$ cat config.mk
export PLATFORM = sky130hd
export DESIGN_NAME = reduceron_run_ctrl
export DESIGN_NICKNAME = d
export VERILOG_FILES = /design/src/rtl/reduceron_pkg.sv /design/src/rtl/reduceron_cycle_counter.sv /design/src/rtl/reduceron_run_ctrl.sv
export SDC_FILE = /design/constraint.sdc
export NUM_CORES = 1
export LEC_CHECK = 0
export CAP_MARGIN = 20
export CELL_PAD_IN_SITES_DETAIL_PLACEMENT = 1
export CELL_PAD_IN_SITES_GLOBAL_PLACEMENT = 1
export CORE_ASPECT_RATIO = 1.5
export CORE_MARGIN = 5
export CORE_UTILIZATION = 40
export CTS_CLUSTER_DIAMETER = 30
export DETAILED_ROUTE_END_ITERATION = 7
export PLACE_DENSITY = 0.81
export SLEW_MARGIN = 25
export SYNTH_ARGS = -nofsm -noshare
export SYNTH_HDL_FRONTEND = slang
export SYNTH_SLANG_ARGS = --single-unit
$ cat constraint.sdc
create_clock -name clock -period 4.6 [get_ports clock]
set_input_delay 0.92 -clock clock [delete_from_list [all_inputs] [get_ports clock]]
set_output_delay 0.92 -clock clock [all_outputs]
set_load 0.02 [all_outputs]
$ cat src/rtl/reduceron_pkg.sv
`default_nettype none
// ============================================================================
// Module   : reduceron_pkg
// Brief    : Shared widths, run-FSM encoding and helpers for the run controller.
// Revision : 1.0
// ============================================================================
package reduceron_pkg;

    localparam int RES_W   = 18;
    localparam int STATE_W = 7;
    localparam int HEAP_W  = 15;

    typedef enum logic [1:0] {
        ST_IDLE       = 2'd0,
        ST_RESET_CORE = 2'd1,
        ST_RUN        = 2'd2,
        ST_DONE       = 2'd3
    } run_state_e;

    function automatic logic [HEAP_W-1:0] heap_max(input logic [HEAP_W-1:0] a,
                                                   input logic [HEAP_W-1:0] b);
        return (b > a) ? b : a;
    endfunction

endpackage
`default_nettype wire

$ cat src/rtl/reduceron_cycle_counter.sv
`default_nettype none
// ============================================================================
// Module   : reduceron_cycle_counter
// Brief    : Saturating up-counter with clear/enable; exposes the next value.
// Revision : 1.0
// ============================================================================
module reduceron_cycle_counter #(
    parameter int WIDTH = 32
) (
    input  logic             clk,
    input  logic             rst_n,
    input  logic             clr,
    input  logic             en,
    output logic [WIDTH-1:0] count_inc
);

    logic [WIDTH-1:0] count_q;
    logic [WIDTH-1:0] count_d;

    // count_inc is what this cycle would make the count, so callers can act on it
    // in the same cycle it is reached.
    always_comb begin
        count_inc = (&count_q) ? count_q : count_q + 1'b1;
        count_d   = count_q;
        if (clr) begin
            count_d = '0;
        end else if (en) begin
            count_d = count_inc;
        end
    end

    always_ff @(posedge clk or negedge rst_n) begin
        if (!rst_n) begin
            count_q <= '0;
        end else begin
            count_q <= count_d;
        end
    end

endmodule
`default_nettype wire

$ cat src/rtl/reduceron_run_ctrl.sv
`default_nettype none
// ============================================================================
// Module   : reduceron_run_ctrl
// Brief    : Holds a Reduceron core in reset, runs it, and captures its result.
// Revision : 1.0
// ============================================================================
module reduceron_run_ctrl
    import reduceron_pkg::*;
#(
    parameter int RST_CYCLES = 4,
    parameter int CNT_W      = 32,
    parameter int MAX_CYCLES = 0
) (
    input  logic               clock,
    input  logic               reset_n,
    input  logic               start,
    input  logic               abort,
    output logic               core_rst_n,
    input  logic               core_finish,
    input  logic [RES_W-1:0]   core_result,
    input  logic [STATE_W-1:0] core_state,
    input  logic [HEAP_W-1:0]  core_heap,
    output logic               busy,
    output logic               res_valid,
    input  logic               res_ready,
    output logic [RES_W-1:0]   res_value,
    output logic [STATE_W-1:0] res_state,
    output logic [HEAP_W-1:0]  res_heap,
    output logic [HEAP_W-1:0]  res_heap_max,
    output logic [CNT_W-1:0]   res_cycles,
    output logic               res_timeout
);

    localparam int               RST_W    = $clog2(RST_CYCLES + 1);
    localparam logic [RST_W-1:0] RST_LAST = RST_W'(RST_CYCLES);

    run_state_e         state_q, state_d;
    logic               core_rst_n_q, core_rst_n_d;
    logic               busy_q, busy_d;
    logic               res_valid_q, res_valid_d;
    logic [HEAP_W-1:0]  heap_max_q, heap_max_d;
    logic [RES_W-1:0]   res_value_q, res_value_d;
    logic [STATE_W-1:0] res_state_q, res_state_d;
    logic [HEAP_W-1:0]  res_heap_q, res_heap_d;
    logic [HEAP_W-1:0]  res_heap_max_q, res_heap_max_d;
    logic [CNT_W-1:0]   res_cycles_q, res_cycles_d;
    logic               res_timeout_q, res_timeout_d;

    logic               run_clr;
    logic               rst_en;
    logic               cyc_en;
    logic [RST_W-1:0]   rst_inc;
    logic [CNT_W-1:0]   cyc_inc;
    logic [HEAP_W-1:0]  run_heap_max;
    logic               timeout_hit;

    reduceron_cycle_counter #(.WIDTH(RST_W)) u_rst_cnt (
        .clk       (clock),
        .rst_n     (reset_n),
        .clr       (run_clr),
        .en        (rst_en),
        .count_inc (rst_inc)
    );

    reduceron_cycle_counter #(.WIDTH(CNT_W)) u_cyc_cnt (
        .clk       (clock),
        .rst_n     (reset_n),
        .clr       (run_clr),
        .en        (cyc_en),
        .count_inc (cyc_inc)
    );

    generate
        if (MAX_CYCLES != 0) begin : g_timeout
            localparam logic [CNT_W-1:0] MAX_CNT = CNT_W'(MAX_CYCLES);
            assign timeout_hit = (cyc_inc == MAX_CNT);
        end else begin : g_no_timeout
            assign timeout_hit = 1'b0;
        end
    endgenerate

    always_comb begin
        state_d        = state_q;
        heap_max_d     = heap_max_q;
        res_value_d    = res_value_q;
        res_state_d    = res_state_q;
        res_heap_d     = res_heap_q;
        res_heap_max_d = res_heap_max_q;
        res_cycles_d   = res_cycles_q;
        res_timeout_d  = res_timeout_q;
        run_clr        = 1'b0;
        rst_en         = 1'b0;
        cyc_en         = 1'b0;
        run_heap_max   = heap_max(heap_max_q, core_heap);

        if (abort) begin
            state_d = ST_IDLE;
        end else begin
            case (state_q)
                ST_IDLE: begin
                    if (start) begin
                        state_d = ST_RESET_CORE;
                        run_clr = 1'b1;
                    end
                end
                ST_RESET_CORE: begin
                    rst_en = 1'b1;
                    if (rst_inc == RST_LAST) begin
                        state_d = ST_RUN;
                    end
                end
                ST_RUN: begin
                    cyc_en     = 1'b1;
                    heap_max_d = run_heap_max;
                    // Finish outranks a timeout landing on the same cycle.
                    if (core_finish || timeout_hit) begin
                        state_d        = ST_DONE;
                        res_value_d    = core_result;
                        res_state_d    = core_state;
                        res_heap_d     = core_heap;
                        res_heap_max_d = run_heap_max;
                        res_cycles_d   = cyc_inc;
                        res_timeout_d  = !core_finish;
                    end
                end
                ST_DONE: begin
                    if (res_ready) begin
                        if (start) begin
                            state_d = ST_RESET_CORE;
                            run_clr = 1'b1;
                        end else begin
                            state_d = ST_IDLE;
                        end
                    end
                end
                default: begin
                    state_d = ST_IDLE;
                end
            endcase
        end

        if (run_clr) begin
            heap_max_d = '0;
        end

        // Outputs are decoded from the next state so they register with it.
        core_rst_n_d = (state_d == ST_RUN);
        busy_d       = (state_d == ST_RESET_CORE) || (state_d == ST_RUN);
        res_valid_d  = (state_d == ST_DONE);
    end

    always_ff @(posedge clock or negedge reset_n) begin
        if (!reset_n) begin
            state_q        <= ST_IDLE;
            core_rst_n_q   <= 1'b0;
            busy_q         <= 1'b0;
            res_valid_q    <= 1'b0;
            heap_max_q     <= '0;
            res_value_q    <= '0;
            res_state_q    <= '0;
            res_heap_q     <= '0;
            res_heap_max_q <= '0;
            res_cycles_q   <= '0;
            res_timeout_q  <= 1'b0;
        end else begin
            state_q        <= state_d;
            core_rst_n_q   <= core_rst_n_d;
            busy_q         <= busy_d;
            res_valid_q    <= res_valid_d;
            heap_max_q     <= heap_max_d;
            res_value_q    <= res_value_d;
            res_state_q    <= res_state_d;
            res_heap_q     <= res_heap_d;
            res_heap_max_q <= res_heap_max_d;
            res_cycles_q   <= res_cycles_d;
            res_timeout_q  <= res_timeout_d;
        end
    end

    assign core_rst_n   = core_rst_n_q;
    assign busy         = busy_q;
    assign res_valid    = res_valid_q;
    assign res_value    = res_value_q;
    assign res_state    = res_state_q;
    assign res_heap     = res_heap_q;
    assign res_heap_max = res_heap_max_q;
    assign res_cycles   = res_cycles_q;
    assign res_timeout  = res_timeout_q;

endmodule
`default_nettype wire

==> impl_results.md <==
* R2r worst-path depth at 6
* Skew-Pair Late Insertion Delay at 0.43 ns
* CTS Sinks at 143
* Gr usage total at 0.198
* CTS Hold Buffers Added at 0
* Register area share after synthesis at 0.503
* Max Fclk at roughly 290 MHz
* Data arrival time of the worst path at around 3.7 ns
* Synth async-reset ratio at 1.00
* Starting Density at 0.408
* Setup Buffers After CTS at 0
* Cell row count at a little under 60
* GR peak layer: met2
* Synthesized cell area at 7110 um2
* Cts bufs inserted at 17
* Port Buffers at 136
* Setup-failing EPs final at 0
* Drc violations at 0
* Multiplexer share of the synthesized area at 0.0523
* DR vias at 5781
* Final wirelength at 19700 um
* Mapped Avg Cell Area at 9.34 um2
* Wire length per cell at 17.8 um
* Clk pin slew, worst setup/hold paths at 0.06 ns
* Crit-path cells: clkdlybuf4s50_1 -> ha_1 -> a21oi_1 -> a21oi_1 -> o311ai_0 -> a211oi_2 -> buf_4 -> mux2i_1 -> nor2_1
* Chip Height at 173 um
* Hold crit path type: flip-flop to flip-flop
* Setup TNS Final at 0 ns
* CTS tree: built
* Die area at 20600 um2
* GR Util met2 at 0.379
* Placer Congestion at 0.761
* XOR/XNOR share of the synthesized area at 0.0665
* Syn Nets at 831
* Final Max Tran Viols at 0
* Core area at 17400 um2
* Most used cell, CP: a21oi_1
* Fillcell total at 1993
* Met3 usage at 0.0336
* Pre-CTS setup slack at 0.776 ns
* Hpwl dp at between 10000 and 15000 um
* Startpoint Class: input port
* R2r setup slk at 1.81 ns
* I/O Pins at 137
* Layout cells sized above 1 at 0.0572
* Status: completed
* EDFF count, synth at 0
* Area growth syn-to-layout at 29.0%
* Fin crit share at 0.741
* Syn Inst Count at 761
* Critical Path Sink: heap_max_q[1]
* Pwr Density at between 300 and 400 nW/um2
* # Max-Cap Violations at 0
* CP bufs+invs at 2
* Grt ovf at 0
* Met1 usage in global routing at 0.207
* Critical Path RT at 4.88 ns
* Reg2reg end: res_cycles[19]
* Setup WS post-layout at ~1.2 ns
* Reg2Reg Launch Point: u_cyc_cnt.count_q[24]
* Crit. Startpoint: core_heap[2]
* Vias in the first global route at around 6400
* Critical path capture point type: flip-flop
* Peak VDD IR at 0.175 mV
* Root Driver: clkbuf_16
* Clk_skew at 0.0105 ns
* Compound-Gate Fraction of Synth Area at 0.0716
* Final #Nets at ~950
* Global-route wire length before repair at 32900 um
* Pleak at between 0.004 and 0.005 uW
* Synth Area in Adders at 0.0422
* ANT cells at 0
* ANT nets after route at 0
* Unrepaired setup endpoints after global routing: false
* Largest net degree at the start of global routing at 110
* Critical-path maximum fanout at 9
* Htree depth at 4
* Cell with the largest stage delay on the worst path: o311ai_0
* Yosys reg bits at 143
* Yosys warning count at 0
* Worst slew pin tran at 1.10 ns
* Drt first pass iters at 4
* Drt via density at 5.23
* Crit path max-delay family: compound AO/OA/AOI/OAI gates
* Worst-case clock buffer depth at 2
* Relative slew slack at 0.257
* Synth cell types at between 40 and 50
* Largest family of logic cells by synthesized area: simple AND/OR/NAND/NOR gates
* Final min period at approximately 3.4 ns
* WS Path Type: input port to flip-flop
* Crit-path max cell delay at 0.72 ns
* Post-synthesis simple-gate area fraction at 0.224
* Final hold violation count at 0
* WP depth at 9
* CTS resizes at 0
* Antenna violations before repair at 0
* Die width at around 120 um
* 1st-iter DRT viols at roughly 290
* HP Start: res_heap[11]
* Synth Flop Type: dfrtp_1
Yosys cell counts, types with 2 or more instances:
cell type | n | area share
a311oi_1 | 2 | 0.0025
o21ai_1 | 4 | 0.0028
dfrtp_1 | 143 | 0.50
inv_1 | 26 | 0.014
and3_1 | 6 | 0.0053
buf_2 | 5 | 0.0035
a211oi_1 | 2 | 0.0021
o21ai_0 | 32 | 0.023
a21oi_1 | 32 | 0.023
and4_1 | 7 | 0.0086
nor4_4 | 2 | 0.0060
and2_1 | 8 | 0.0070
buf_6 | 2 | 0.0032
nor4b_1 | 2 | 0.0025
nand4_2 | 3 | 0.0053
mux2i_1 | 36 | 0.051
or3_1 | 2 | 0.0018
nand2_1 | 176 | 0.093
nand2b_1 | 2 | 0.0018
ha_1 | 24 | 0.042
a21o_1 | 3 | 0.0032
a31oi_1 | 3 | 0.0026
nor2_1 | 76 | 0.040
clkbuf_1 | 31 | 0.016
nor3b_1 | 2 | 0.0021
a221oi_1 | 2 | 0.0025
nor3_1 | 7 | 0.0049
nand4_1 | 17 | 0.015
xor2_1 | 35 | 0.043
nand3_1 | 29 | 0.020
xnor2_1 | 19 | 0.023
o311ai_0 | 2 | 0.0025
buf_4 | 3 | 0.0032
nor3_2 | 3 | 0.0042
power by group:
part / internal, uW / switching, uW / leakage (uW) / total, uW
Combinational: 88.7 / 107 / 0.00194 / 195
Sequential: 1280 / 16.4 / 0.00199 / 1290
Clock: 750 / 528 / 0.000262 / 1280
metal layers:
| layer | wire length (um) | vias to the layer above |
|---|---|---|
| li1 | - | 2771 |
| met1 | 7580 | 2854 |
| met2 | 10900 | 113 |
| met3 | 492 | 43 |
| met4 | 699 | 0 |
| met5 | 0 | - |
kinds of logic (layout without fill, tap and decap cells):
logic type / count (synthesis) / count (layout)
adders and majority gates: 24 / 24
AOI/OAI and AO/OA: 89 / 89
and+or+nand+nor: 347 / 347
muxes: 37 / 37
xor gates and xnor gates: 54 / 54
DFF: 143 / 143
buffers and inverters: 67 / 198
final cells by class:
type                    instances  area [um2]  area share
flip-flops and latches        143        3580       0.390
inverters                      26        97.6      0.0106
clock buffers                  20         447      0.0487
clock inverters                10        91.3     0.00996
multi-input cells             551        3280       0.357
well taps                     213         267      0.0291
repair buffers                142        1410       0.154
worst min-delay path by stage:
stage | to | depth (start not counted)
2_1_floorplan | u_rst_cnt.count_q[2] | 2
3_3_place_gp | res_value[10] | 2
3_5_place_dp | res_heap[2] | 2
4_1_cts | res_heap[11] | 2
5_1_grt | res_heap[11] | 2
6_report | res_heap[11] | 2
per-stage QoR:
stage	hold WS [ns]	instances	util	power, uW	area, um2
5_1_grt	0.496	1105	0.526	2890	9170
6_report	0.468	1105	0.526	2770	9170
4_1_cts	0.477	1105	0.526	2800	9160
3_5_place_dp	0.463	1075	0.495	1510	8620
3_3_place_gp	0.456	1075	0.494	1500	8610
2_1_floorplan	0.504	761	-	1390	7110
sequential cells by signal (all words and copies together), names as in the netlist, 2 cells and up:
| name | flops |
|---|---|
| heap_max_q | 15 |
| res_cycles | 32 |
| res_heap | 15 |
| res_heap_max | 15 |
| res_state | 7 |
| res_value | 18 |
| state_q | 2 |
| u_cyc_cnt.count_q | 32 |
| u_rst_cnt.count_q | 3 |
worst reg2reg max path: cells and delay by family, from the launching register on:
family,cells,cell delay (ns)
and+or+nand+nor,4,1.87
AOI/OAI and AO/OA,1,0.10
DFF,1,0.47
xor gates and xnor gates,1,0.22
cell usage in the layout, fill, tap and decap left out, types with 3 or more instances in the layout:
master,count
o21ai_1,4
xnor2_1,19
nand4_2,3
clkinv_2,4
xor2_1,35
and3_1,6
nor3_1,7
and4_1,7
ha_1,24
clkbuf_16,17
a21oi_1,32
a31oi_1,3
nor2_1,76
nand4_1,17
nand2_1,175
dfrtp_1,143
nand3_1,29
clkdlybuf4s50_1,135
nor3_2,3
and2_1,7
inv_1,26
mux2i_1,36
o21ai_0,32
buf_4,6
a21o_1,3
Note: power is estimated with default switching activity, not from simulation.
